**config.mk**
```make
export PLATFORM = sky130hd
export DESIGN_NAME = hazard_forward_unit
export DESIGN_NICKNAME = d
export VERILOG_FILES = /design/src/rtl/hazard_forward_unit_pkg.sv /design/src/rtl/hazard_forward_unit_fwd_compare.sv /design/src/rtl/hazard_forward_unit.sv
export SDC_FILE = /design/constraint.sdc
export NUM_CORES = 1
export LEC_CHECK = 0
export BUFFER_PORTS_ARGS = -buffer_cell sky130_fd_sc_hd__buf_4
export CORE_MARGIN = 5
export CORE_UTILIZATION = 61
export CTS_BUF_LIST = sky130_fd_sc_hd__clkbuf_2 sky130_fd_sc_hd__clkbuf_4 sky130_fd_sc_hd__clkbuf_8
export DETAILED_ROUTE_END_ITERATION = 12
export GPL_TIMING_DRIVEN = 0
export HOLD_SLACK_MARGIN = 0.02
export PLACE_DENSITY = 0.95
export SLEW_MARGIN = 20
export SYNTH_ARGS = -nofsm -noshare
export SYNTH_HDL_FRONTEND = slang
export SYNTH_HIERARCHICAL = 1
export SYNTH_SLANG_ARGS = --single-unit
```
**constraint.sdc**
```tcl
create_clock -name clk -period 6.5 [get_ports clk]
set_input_delay 1.625 -clock clk [delete_from_list [all_inputs] [get_ports clk]]
set_output_delay 1.625 -clock clk [all_outputs]
set_load 0.05 [all_outputs]
```
**src/rtl/hazard_forward_unit_pkg.sv**
```systemverilog
// Shared types for the EX-stage hazard and forwarding unit: the forwarding
// mux select codes, the hazard FSM states and the per-stage shadow record
// that the unit keeps for the instructions in EX and MEM.
package hazard_forward_unit_pkg;

  localparam int GPR_AW = 5;

  typedef enum logic [1:0] {
    FWD_RF  = 2'd0,
    FWD_MEM = 2'd1,
    FWD_WB  = 2'd2
  } fwd_sel_t;

  typedef enum logic [1:0] {
    RUN      = 2'd0,
    LU_STALL = 2'd1,
    MEM_WAIT = 2'd2
  } haz_state_t;

  typedef struct packed {
    logic              valid;
    logic [GPR_AW-1:0] rd;
    logic              reg_write;
    logic              mem_read;
  } stage_info_t;

  localparam stage_info_t BUBBLE = '0;

  // A stage is a forwarding source only if it holds a real instruction that
  // writes a register other than the hardwired-zero x0.
  function automatic logic writes_reg(input stage_info_t s);
    return s.valid & s.reg_write & (s.rd != '0);
  endfunction

endpackage

```
**src/rtl/hazard_forward_unit_fwd_compare.sv**
```systemverilog
// Operand forwarding compare: picks the nearest in-flight producer of one
// source register. The instruction currently in EX will sit in MEM when the
// consumer reaches EX, and the one in MEM will sit in WB.
module fwd_compare
  import hazard_forward_unit_pkg::*;
(
  input  logic [GPR_AW-1:0] rs,
  input  stage_info_t       ex,
  input  stage_info_t       mem,
  output fwd_sel_t          sel
);

  // Nearest producer first; x0 never forwards because writes_reg excludes rd=0.
  // NOTE: every always_comb output gets a default first so no path can infer a latch.
  always_comb begin
    sel = FWD_RF;
    if (writes_reg(ex) && (rs == ex.rd)) begin
      sel = FWD_MEM;
    end else if (writes_reg(mem) && (rs == mem.rd)) begin
      sel = FWD_WB;
    end
  end

endmodule

```
**src/rtl/hazard_forward_unit.sv**
```systemverilog
// Hazard detection and forwarding control for the 5-stage core. Tracks the
// destination registers of the EX and MEM instructions in a shadow pipe fed
// from decode, registers the ALU operand mux selects, and decodes stall,
// bubble, flush and freeze controls. A WB copy of the shadow is not kept:
// a producer that has left MEM is served by the register file, so nothing
// would ever read it.
module hazard_forward_unit
  import hazard_forward_unit_pkg::*;
#(
  parameter int REG_AW = GPR_AW
) (
  input  logic              clk,
  input  logic              rst_n,
  input  logic              id_valid,
  input  logic [REG_AW-1:0] id_rs1,
  input  logic [REG_AW-1:0] id_rs2,
  input  logic [REG_AW-1:0] id_rd,
  input  logic              id_reg_write,
  input  logic              id_mem_read,
  input  logic              ex_branch_taken,
  input  logic              dmem_ready,
  output logic [1:0]        fwd_a_sel,
  output logic [1:0]        fwd_b_sel,
  output logic              stall_pc,
  output logic              stall_if_id,
  output logic              flush_if_id,
  output logic              flush_id_ex,
  output logic              freeze
);

  stage_info_t ex_q;
  stage_info_t mem_q;
  stage_info_t id_info;
  fwd_sel_t    fwd_a_q;
  fwd_sel_t    fwd_b_q;
  fwd_sel_t    sel_a_next;
  fwd_sel_t    sel_b_next;
  haz_state_t  state_q;
  haz_state_t  state_next;
  logic        mem_wait;
  logic        load_use;

  assign id_info = '{valid:     id_valid,
                     rd:        id_rd,
                     reg_write: id_reg_write,
                     mem_read:  id_mem_read};

  fwd_compare u_fwd_a (
    .rs  (id_rs1),
    .ex  (ex_q),
    .mem (mem_q),
    .sel (sel_a_next)
  );

  fwd_compare u_fwd_b (
    .rs  (id_rs2),
    .ex  (ex_q),
    .mem (mem_q),
    .sel (sel_b_next)
  );

  // A load sitting in MEM that memory has not yet completed.
  assign mem_wait = mem_q.valid & mem_q.mem_read & ~dmem_ready;

  // The decode instruction needs a value that the load in EX has not fetched yet.
  assign load_use = id_valid & ex_q.valid & ex_q.mem_read & (ex_q.rd != '0) &
                    ((id_rs1 == ex_q.rd) | (id_rs2 == ex_q.rd));

  // Decode controls from state and inputs; freeze beats branch beats load-use.
  always_comb begin
    freeze      = 1'b0;
    stall_pc    = 1'b0;
    stall_if_id = 1'b0;
    flush_if_id = 1'b0;
    flush_id_ex = 1'b0;
    state_next  = RUN;

    case (state_q)
      MEM_WAIT: freeze = ~dmem_ready;
      default:  freeze = mem_wait;
    endcase

    if (freeze) begin
      state_next = MEM_WAIT;
    end else if (ex_branch_taken) begin
      flush_if_id = 1'b1;
      flush_id_ex = 1'b1;
    end else if (load_use) begin
      stall_pc    = 1'b1;
      stall_if_id = 1'b1;
      flush_id_ex = 1'b1;
      state_next  = LU_STALL;
    end
  end

  // Advance the shadow pipe and registered selects unless memory holds the core.
  // NOTE: sequential state uses non-blocking assignments so every flop samples pre-edge values.
  always_ff @(posedge clk or negedge rst_n) begin
    if (!rst_n) begin
      ex_q    <= BUBBLE;
      mem_q   <= BUBBLE;
      fwd_a_q <= FWD_RF;
      fwd_b_q <= FWD_RF;
    end else if (!freeze) begin
      mem_q   <= ex_q;
      ex_q    <= flush_id_ex ? BUBBLE : id_info;
      fwd_a_q <= flush_id_ex ? FWD_RF : sel_a_next;
      fwd_b_q <= flush_id_ex ? FWD_RF : sel_b_next;
    end
  end

  // Hazard FSM state register.
  always_ff @(posedge clk or negedge rst_n) begin
    if (!rst_n) begin
      state_q <= RUN;
    end else begin
      state_q <= state_next;
    end
  end

  assign fwd_a_sel = fwd_a_q;
  assign fwd_b_sel = fwd_b_q;

endmodule
```
==> impl_metrics.json <==
{
  "synth_cell_type_count": 31,
  "grt_overflow": 0,
  "fin_cells": 231,
  "io_pins": 31,
  "r2r_slack_ns": 4.40,
  "synth_common_cells": "39 x nand2_1, 24 x xnor2_1, 22 x dfrtp_1, 12 x nand3b_1, 12 x nand4b_1",
  "initial_utilization_pct": 64.1,
  "netlist_instances": 168,
  "finClkSkew_ns": 0.00624,
  "drt-vias-per-instance": 6.42,
  "wl_mm": 4.24,
  "numCtsBuffers": 3,
  "synthTopCellsByArea": "dfrtp_1 35%, xnor2_1 13%, nand2_1 9.2%",
  "hp-class": "reg -> reg",
  "crit_end": "stall_pc",
  "wl_per_cell_microns": 18.4,
  "die-area_sq_mm": 0.00373,
  "vias": 1484,
  "drc": 0,
  "layout-drive-gt1-share_pct": 27.9,
  "status": "finished, final reports clean",
  "arrival_ns": 3.35,
  "cap_violations": 0,
  "clock_latency_ns": 0.31,
  "grt_max_degree": 23,
  "hpwl_mm": 3.20,
  "first_pass_iters": 4,
  "yosysWarnings": 6,
  "rsz0062_at_grt": "no",
  "final.setup.tns_ns": 0,
  "gp_congestion": 0.948,
  "cts_tree": "built",
  "cts_resized": 0,
  "die_width_microns": 61.0,
  "grt_pass1_wl_mm": 6.98,
  "reg2reg_depth": 4,
  "clock_path_buffers": 2,
  "ys_async_sr_fraction_pct": 100,
  "synthesis.area_sq_mm": 0.00159,
  "grt_use_total_pct": 25.3,
  "hold_viol_final": 0,
  "post_cts_buffers": 0,
  "ant_nets": 0,
  "startpoint_type": "primary input",
  "hold_depth": 2,
  "critPathMaxFanout": 5,
  "grt_pass1_vias": 1486,
  "synth_most_common_cell": "nand2_1",
  "clock_sinks": 22,
  "ys_ff_latch": 22,
  "syn-num-nets": 190,
  "relSlewSlack_pct": 59.6,
  "ir_worst_vdd_uv": 272,
  "tightest_slew_ns": 0.605,
  "htreeDepth": 1,
  "power_density_mw_per_mm2": 320,
  "rows": 18,
  "end_kind": "output port",
  "synth_flop_cell": "dfrtp_1",
  "required_ns": 4.88,
  "synth_edf_count": 0,
  "diodes": 0,
  "finalSetupViolations": 0,
  "slew_viol_final": 0,
  "syn_to_final_growth_pct": 18.0,
  "drt-initial-drc-count": 114,
  "maxClockFrequency_mhz": 201,
  "avgSynthCellArea_sq_um": 9.46,
  "antenna_found_initial": 0,
  "io_buffers": 30,
  "worst-setup-path-type": "in -> out",
  "setup.worst_path.start": "id_rs1[0]",
  "fillers": 167,
  "root_buffer": "clkbuf_4",
  "clkTransAtPathRegs_ns": 0.12,
  "timing.rr.start": "ex_q[2]",
  "die_h_microns": 61.0,
  "reg2reg_to": "state_q[0]",
  "final_nets": 225,
  "yosysTopAreaCell": "dfrtp_1",
  "yosysSeqAreaShare_pct": 34.6,
  "cts_hold_buf": 0,
  "synth_top_area_share_pct": 34.6,
  "period_share_pct": 76.5,
  "finalCriticalPeriod_ns": 4.97,
  "dp.cells": 228,
  "p_leak_nw": 0.777,
  "core-area_sq_mm": 0.00248
}
[where the power goes]
part	switching (mW)	internal (mW)
clock	0.0403	0.0217
sequential	0.0824	0.180
combinational	0.156	0.121
total	0.278	0.322
[metrics by stage]
step | power, mW | setup WS (ns) | utilization [%] | hold WS (ns) | area (sq um)
after floorplan | 0.447 | 0.548 | - | 0.439 | 1590
after global placement | 0.515 | 1.59 | 74.7 | 0.451 | 1850
after detailed placement | 0.536 | 1.54 | 74.7 | 0.464 | 1850
after CTS | 0.596 | 1.52 | 75.7 | 0.491 | 1870
after global routing | 0.636 | 1.37 | 75.7 | 0.532 | 1870
final | 0.600 | 1.53 | 75.7 | 0.488 | 1870
[flip-flops by register name, indices dropped and copies added, names as in the netlist]
register / count
ex_q: 8
fwd_a_sel: 2
fwd_b_sel: 2
mem_q: 8
state_q: 2
[worst max-delay path: stages]
cell and delay [ns]:
buf_4 0.13, xnor2_1 0.13, nand3_1 0.11, o22ai_1 0.42
nor4b_1 0.54, buf_4 0.20, buf_4 0.18
[cell type report]
class	count	area, sq um	share of cell area, %
Multi-Input combinational cell	130	958	51.1
Buffer	11	61.3	3.27
Clock buffer	3	22.5	1.20
Timing Repair Buffer	30	225	12.0
Inverter	5	18.8	1.00
Tap cell	30	37.5	2.00
Sequential cell	22	551	29.4
[how the worst min path moves through the flow]
stage,startpoint,end,slack (ns)
floorplan,mem_q[0],mem_q[0],0.44
global placement,mem_q[0],mem_q[0],0.45
detailed placement,mem_q[0],mem_q[0],0.46
CTS,mem_q[0],mem_q[0],0.49
global route,fwd_b_sel[1],fwd_b_sel[1],0.53
finish,mem_q[0],mem_q[0],0.49
[cell usage in the layout (no fill, tap or decap), types with 4 or more instances in the layout]
| cell type | netlist | final |
|---|---|---|
| clkbuf_1 | 6 | 6 |
| dfrtp_1 | 22 | 22 |
| nand3b_1 | 12 | 12 |
| o211ai_2 | 9 | 9 |
| clkinv_1 | 4 | 4 |
| xnor2_1 | 24 | 24 |
| clkbuf_4 | 1 | 4 |
| nand3_1 | 4 | 4 |
| nand4b_1 | 12 | 12 |
| o211ai_1 | 5 | 5 |
| nand2_1 | 39 | 39 |
| buf_4 | 2 | 32 |
[logic make-up after synthesis]
logic type             after synthesis  synth area share (%)
AO/OA/AOI/OAI                       26                  18.1
XOR/XNOR                            26                  14.3
buffers and inverters               16                  5.04
flip-flops                          22                  34.6
AND/OR/NAND/NOR                     78                  27.9
[routing by layer]
metal / vias up / global-route usage, % / part of all wire, %
met5: - / 0 / 0
met2: 82 / 42.1 / 51
met3: 17 / 3.35 / 7.9
met1: 710 / 33.5 / 38
met4: 0 / 9.60 / 3.3
li1: 675 / - / -
(Power assumes the default switching activity.)
